<file path="src/rtl/uart_pkg.sv">
// Shared UART definitions: receiver FSM states, word-length codes and data-bit helper.
package uart_pkg;

    localparam int unsigned DATA_BITS_MIN = 5;

    typedef enum logic [1:0] {
        WL_5 = 2'b00,
        WL_6 = 2'b01,
        WL_7 = 2'b10,
        WL_8 = 2'b11
    } word_len_t;

    typedef enum logic [2:0] {
        IDLE,
        START,
        DATA,
        PARITY,
        STOP,
        WAIT_HIGH
    } rx_state_t;

    function automatic logic [3:0] data_bits(input logic [1:0] wl);
        return 4'(DATA_BITS_MIN) + {2'b00, wl};
    endfunction

endpackage

</file>
<file path="src/rtl/rx_bit_sampler.sv">
// rx synchroniser, falling-edge detect, baud counter and bit-sample strobe.
// RX_MAJORITY_VOTE_EN: 3-sample majority around mid-bit, strobe one clk after the mid sample.
module rx_bit_sampler
    import uart_pkg::*;
#(
    parameter int unsigned SYNC_STAGES = 2
) (
    input  logic        clk,
    input  logic        rst_n,
    input  logic [15:0] i_baud_rate_cnt,
    input  logic        i_rx,
    input  logic        i_idle,
    output logic        o_start_edge,
    output logic        o_sample,
    output logic        o_bit,
    output logic        o_rx_s
);

    logic [SYNC_STAGES-1:0] r_sync;
    logic                   r_rx_d;
    logic [15:0]            r_baud_cnt;
    logic                   w_rx_s;
    logic [15:0]            w_half;

    assign w_rx_s = r_sync[SYNC_STAGES-1];
    assign w_half = i_baud_rate_cnt >> 1;

    always_ff @(posedge clk) begin
        if (!rst_n) begin
            r_sync <= '1;
            r_rx_d <= 1'b1;
        end else begin
            r_sync <= {r_sync[SYNC_STAGES-2:0], i_rx};
            r_rx_d <= w_rx_s;
        end
    end

    // Held at 0 while idle so a start edge begins counting from a known phase.
    always_ff @(posedge clk) begin
        if (!rst_n) begin
            r_baud_cnt <= '0;
        end else if (i_idle || r_baud_cnt >= i_baud_rate_cnt) begin
            r_baud_cnt <= '0;
        end else begin
            r_baud_cnt <= r_baud_cnt + 16'd1;
        end
    end

`ifdef RX_MAJORITY_VOTE_EN
    logic r_rx_dd;

    always_ff @(posedge clk) begin
        if (!rst_n) begin
            r_rx_dd <= 1'b1;
        end else begin
            r_rx_dd <= r_rx_d;
        end
    end

    // Strobe lands one clk after mid-bit, when the third vote sample is available.
    assign o_sample = !i_idle && (r_baud_cnt == w_half + 16'd1);
    assign o_bit    = (w_rx_s & r_rx_d) | (w_rx_s & r_rx_dd) | (r_rx_d & r_rx_dd);
`else
    assign o_sample = !i_idle && (r_baud_cnt == w_half);
    assign o_bit    = w_rx_s;
`endif

    assign o_start_edge = r_rx_d & ~w_rx_s;
    assign o_rx_s       = w_rx_s;

endmodule

</file>
<file path="src/rtl/receiver.sv">
// UART receiver: frame FSM and shift register; bit timing lives in rx_bit_sampler.
// RX_MAJORITY_VOTE_EN selects majority-vote sampling in the sampler.
module receiver
    import uart_pkg::*;
#(
    parameter int unsigned SYNC_STAGES = 2
) (
    input  logic        clk,
    input  logic        rst_n,
    input  logic [1:0]  word_length,
    input  logic [15:0] baud_rate_cnt,
    input  logic        parity_en,
    input  logic        even_parity,
    input  logic        stop_bits,
    input  logic        rx,
    output logic [8:0]  po_rx_data,
    output logic        po_flag,
    output logic        parity_err,
    output logic        framing_err,
    output logic        break_int,
    output logic        rx_busy
);

    rx_state_t   r_state;
    logic [1:0]  r_wl;
    logic        r_pen;
    logic        r_even;
    logic [2:0]  r_bit_cnt;
    logic [8:0]  r_shift;
    logic [8:0]  r_data;
    logic        r_flag;
    logic        r_perr;
    logic        r_ferr;
    logic        r_brk;

    logic        w_start_edge;
    logic        w_sample;
    logic        w_bit;
    logic        w_rx_s;
    logic [2:0]  w_last;
    logic [3:0]  w_par_idx;
    logic        w_unused_ok;

    // Stop-bit count only matters to the transmitter.
    assign w_unused_ok = stop_bits;

    rx_bit_sampler #(
        .SYNC_STAGES (SYNC_STAGES)
    ) u_sampler (
        .clk             (clk),
        .rst_n           (rst_n),
        .i_baud_rate_cnt (baud_rate_cnt),
        .i_rx            (rx),
        .i_idle          (r_state == IDLE),
        .o_start_edge    (w_start_edge),
        .o_sample        (w_sample),
        .o_bit           (w_bit),
        .o_rx_s          (w_rx_s)
    );

    assign w_last    = 3'(data_bits(r_wl) - 4'd1);
    assign w_par_idx = data_bits(r_wl);

    always_ff @(posedge clk) begin
        if (!rst_n) begin
            r_state   <= IDLE;
            r_wl      <= '0;
            r_pen     <= 1'b0;
            r_even    <= 1'b0;
            r_bit_cnt <= '0;
            r_shift   <= '0;
            r_data    <= '0;
            r_flag    <= 1'b0;
            r_perr    <= 1'b0;
            r_ferr    <= 1'b0;
            r_brk     <= 1'b0;
        end else begin
            r_flag <= 1'b0;
            case (r_state)
                IDLE: begin
                    if (w_start_edge) begin
                        r_state   <= START;
                        r_wl      <= word_length;
                        r_pen     <= parity_en;
                        r_even    <= even_parity;
                        r_bit_cnt <= '0;
                        r_shift   <= '0;
                    end
                end
                START: begin
                    if (w_sample) begin
                        r_state <= w_bit ? IDLE : DATA;
                    end
                end
                DATA: begin
                    if (w_sample) begin
                        r_shift[r_bit_cnt] <= w_bit;
                        if (r_bit_cnt == w_last) begin
                            r_state <= r_pen ? PARITY : STOP;
                        end else begin
                            r_bit_cnt <= r_bit_cnt + 3'd1;
                        end
                    end
                end
                PARITY: begin
                    if (w_sample) begin
                        r_shift[w_par_idx] <= w_bit;
                        r_state            <= STOP;
                    end
                end
                STOP: begin
                    if (w_sample) begin
                        // Shift register holds data and parity; bits above are zero.
                        r_flag  <= 1'b1;
                        r_data  <= r_shift;
                        r_perr  <= r_pen & ((^r_shift) ^ ~r_even);
                        r_ferr  <= ~w_bit;
                        r_brk   <= ~w_bit & (r_shift == '0);
                        r_state <= w_bit ? IDLE : WAIT_HIGH;
                    end
                end
                WAIT_HIGH: begin
                    if (w_rx_s) begin
                        r_state <= IDLE;
                    end
                end
                default: r_state <= IDLE;
            endcase
        end
    end

    assign po_rx_data  = r_data;
    assign po_flag     = r_flag;
    assign parity_err  = r_perr;
    assign framing_err = r_ferr;
    assign break_int   = r_brk;
    assign rx_busy     = (r_state != IDLE);

endmodule

</file>
<file path="config.mk">
export PLATFORM = sky130hd
export DESIGN_NAME = receiver
export DESIGN_NICKNAME = d
export VERILOG_FILES = /design/src/rtl/uart_pkg.sv /design/src/rtl/rx_bit_sampler.sv /design/src/rtl/receiver.sv
export SDC_FILE = /design/constraint.sdc
export NUM_CORES = 1
export LEC_CHECK = 0
export CORE_AREA = 2 2 85 87
export DETAILED_ROUTE_END_ITERATION = 16
export DIE_AREA = 0 0 87 89
export GPL_ROUTABILITY_DRIVEN = 1
export PLACE_DENSITY = 0.8
export SLEW_MARGIN = 20
export SYNTH_ARGS = -nofsm -noshare
export SYNTH_HDL_FRONTEND = slang
export SYNTH_SLANG_ARGS = --single-unit
</file>
<file path="constraint.sdc">
create_clock -name clk -period 2.98 [get_ports clk]
set_input_delay 0.447 -clock clk [delete_from_list [all_inputs] [get_ports clk]]
set_output_delay 0.447 -clock clk [all_outputs]
set_load 0.005 [all_outputs]
</file>
==> results.sh <==
export IMPL_setup_violations=0
export IMPL_setup_slack_ns=0.679
export IMPL_power_mw=1.29
export IMPL_final_max_slew_viol_count=0
export IMPL_synthCells=400
export IMPL_critPathCaptureType="flop"
export IMPL_placed_cell_area_mm2=0.00355
export IMPL_synth_top_family_by_area="simple AND/OR/NAND/NOR gates"
export IMPL_synthFlopType="dfxtp_1"
export IMPL_antenna_found_initial=0
export IMPL_crit_required_ns=3.22
export IMPL_fmax_ghz=0.435
export IMPL_crit_type="in -> reg"
export IMPL_hpwl_um=5240
export IMPL_route_vias_total=2800
export IMPL_dr_pass1_iters=4
export IMPL_cp_slowest_cell="clkdlybuf4s50_1"
export IMPL_yosys_warnings=0
export IMPL_dr_first_iter_drc_count=162
export IMPL_grt_pass1_wl_um=11700
export IMPL_cts_buffers_inserted=5
export IMPL_worstPathBufferInverterCount=3
export IMPL_cts_repair_resized=0
export IMPL_core_mm2=0.00672
export IMPL_routed_wl_um=6870
export IMPL_syn_area_mm2=0.00313
export IMPL_synth_simple_gate_area_share=0.258
export IMPL_synth_fp_nets=446
export IMPL_port_buffers=36
export IMPL_postRouteAntennaNets=0
export IMPL_min_period_over_period=0.772
export IMPL_critPathMaxStageDelay_ns=0.50
export IMPL_critical_path_arrival_ns=2.54
export IMPL_grt_pass1_vias=2768
export IMPL_final_core_util=0.545
export IMPL_cp_max_fo=15
export IMPL_p_leak_nw=1.38
export IMPL_layout_nets=476
export IMPL_hp_class="reg -> reg"
export IMPL_grt_overflow=0
export IMPL_gp_congestion=0.890
export IMPL_cts_sinks=51
export IMPL_ctsRootBufferMaster="clkbuf_8"
export IMPL_grt_max_degree=28
export IMPL_rsz0062_at_grt="false"
export IMPL_synth_yosys_seq_area_share=0.327
export IMPL_status="completed"
export IMPL_wl_per_cell_um=13.4
export IMPL_area_growth_synth_to_final_pct=17.2
export IMPL_r2r_slack_ns=0.89
export IMPL_htreeDepth=2
export IMPL_crit_chain="clkdlybuf4s50_1, inv_1, ha_1, a21o_1, a21o_1, a21oi_1, o311a_1, o211ai_1, buf_4, nor2_1"
export IMPL_cts_tree="built"
export IMPL_die_w_um=87
export IMPL_crit_top_cell="a21o_1"
export IMPL_clk_latency_ns=0.30
export IMPL_synth_edf_count=0
export IMPL_tns_ns=0
export IMPL_min_period_ns=2.30
export IMPL_tightestPinTransition_ns=0.610
export IMPL_final_area_mm2=0.00366
export IMPL_synthMuxAreaShare=0.00640
export IMPL_rows=30
export IMPL_relSlewSlack=0.591
export IMPL_ir_drop_uv=271
export IMPL_start_util=0.465
export IMPL_startpoint_type="primary input"
export IMPL_post_cts_setup_buffers=0
export IMPL_ctsHoldBuffers=0
export IMPL_pre_cts_slack_ns=0.428
export IMPL_synth_compound_area_frac=0.152
export IMPL_synth_seq_cells=51
export IMPL_max_cap_violations=0
export IMPL_nFillCells=664
export IMPL_crit_family="compound AO/OA/AOI/OAI gates"
export IMPL_die_y_um=89
export IMPL_drive_above_1_share=0.0580
export IMPL_power_density_mw_per_mm2=353
export IMPL_drc_errors=0
export IMPL_clockBufferDepth=2
export IMPL_fin_skew_ns=0.0114
export IMPL_dieArea_mm2=0.00774
export IMPL_clk_transition_reported_paths_ns=0.10
export IMPL_grtUsageTotal=0.188
export IMPL_via_per_inst=5.48
export IMPL_synth_adder_area_share=0.0880
export IMPL_synth_distinct_cells=50
export IMPL_async_flop_share=0
export IMPL_hold_viol=0
export IMPL_io_pins=38
export IMPL_diodes=0
export IMPL_syn_area_per_cell_um2=7.82
export IMPL_synth_xor_area_frac=0.101
==> flip-flops by register name, summed over array words and instances, names as in the netlist, 2 cells and up <==
| signal | cells |
|---|---|
| r_state | 3 |
| r_wl | 2 |
| u_sampler.r_sync | 2 |
| r_bit_cnt | 3 |
| r_shift | 9 |
| po_rx_data | 9 |
| u_sampler.r_baud_cnt | 16 |
==> worst register-to-register path, delay by kind of cell, from the launching register on <==
| kind | cells | cell delay, ns |
|---|---|---|
| multiplexers | 1 | 0.21 |
| flip-flops | 1 | 0.53 |
| AND/OR/NAND/NOR | 5 | 1.29 |
==> cell type report <==
type                       count  area, um^2  share of cell area
clock buffer                   5        68.8              0.0188
clock inverter                 3        43.8              0.0119
inverter                      34         128              0.0348
multi-input combinational    295        1890               0.516
sequential                    51        1020               0.279
tap                           80         100              0.0273
timing repair buffer          43         413               0.113
==> cells in the final DEF (no fill, tap or decap), types with 2 or more instances in the layout <==
master,n
a211oi_1,2
nand3_1,29
nor2b_1,3
xor2_1,21
o21ai_0,22
nor4_2,3
and4_1,2
clkbuf_8,5
o31ai_1,3
and3_1,3
nand2_1,49
a21o_1,7
xnor2_1,15
a2111oi_0,2
a21oi_1,18
mux2i_1,2
nor4_1,7
buf_4,7
nor3_1,6
dfxtp_1,51
ha_1,22
nor2_1,30
nor3_2,2
nand2b_1,7
o21a_1,4
nand4_1,8
o21ai_1,8
inv_1,34
clkdlybuf4s50_1,36
==> cell usage after synthesis, types with 2 or more instances <==
cell type   n  area share
o21a_1      4      0.0096
clkbuf_1   14       0.017
xor2_1     21       0.059
a21o_1      7       0.017
nor2b_1     3      0.0060
dfxtp_1    51        0.33
nand3_1    29       0.046
buf_4       3      0.0072
nor4_1      7       0.014
ha_1       22       0.088
xnor2_1    15       0.042
nand2b_1    7       0.014
and3_1      3      0.0060
mux2i_1     2      0.0064
a2111oi_0   2      0.0056
o21ai_1     8       0.013
a21oi_1    18       0.029
nor4_2      3       0.012
o31ai_1     3      0.0072
nor3_1      6      0.0096
a211oi_1    2      0.0048
o21ai_0    22       0.035
inv_1      34       0.041
nor3_2      2      0.0064
nor2_1     30       0.036
nand4_1     8       0.016
and4_1      2      0.0056
buf_1       2      0.0024
nand2_1    49       0.059
==> kinds of logic after synthesis <==
logic type	after synthesis
and+or+nand+nor	158
AOI/OAI and AO/OA	77
buffers and inverters	54
DFF	51
xor gates and xnor gates	36
adders and majority gates	22
muxes	2
==> per-stage QoR <==
stage / hold WS, ns / std cells
floorplan: 0.386 / 400
global placement: 0.396 / 503
detailed placement: 0.398 / 503
CTS: 0.429 / 511
global route: 0.456 / 511
finish: 0.422 / 511
==> final timing paths <==
kind / from / endpoint / cells after the start
max: baud_rate_cnt[9] / u_sampler.r_baud_cnt[12] / 10
max reg2reg: r_state[2] / r_bit_cnt[1] / 6
min reg2reg: u_sampler.r_sync[0] / u_sampler.r_sync[1] / 1
min: u_sampler.r_sync[0] / u_sampler.r_sync[1] / 1
==> power breakdown <==
| part | leakage, nW | switching (mW) | internal [mW] | total [mW] |
|---|---|---|---|---|
| clock network | 0.0581 | 0.231 | 0.250 | 0.481 |
| registers | 0.412 | 0.00670 | 0.686 | 0.692 |
| logic | 0.905 | 0.0640 | 0.0570 | 0.121 |
| total | 1.38 | 0.302 | 0.993 | 1.29 |
==> metal layers <==
| metal | GRT usage | part of all wire | vias up |
|---|---|---|---|
| li1 | - | - | 1428 |
| met1 | 0.210 | 0.43 | 1296 |
| met2 | 0.366 | 0.53 | 65 |
| met3 | 0.0295 | 0.035 | 11 |
| met4 | 0.0540 | 0.012 | 0 |
| met5 | 0 | 0 | - |
(Power assumes the default switching activity.)
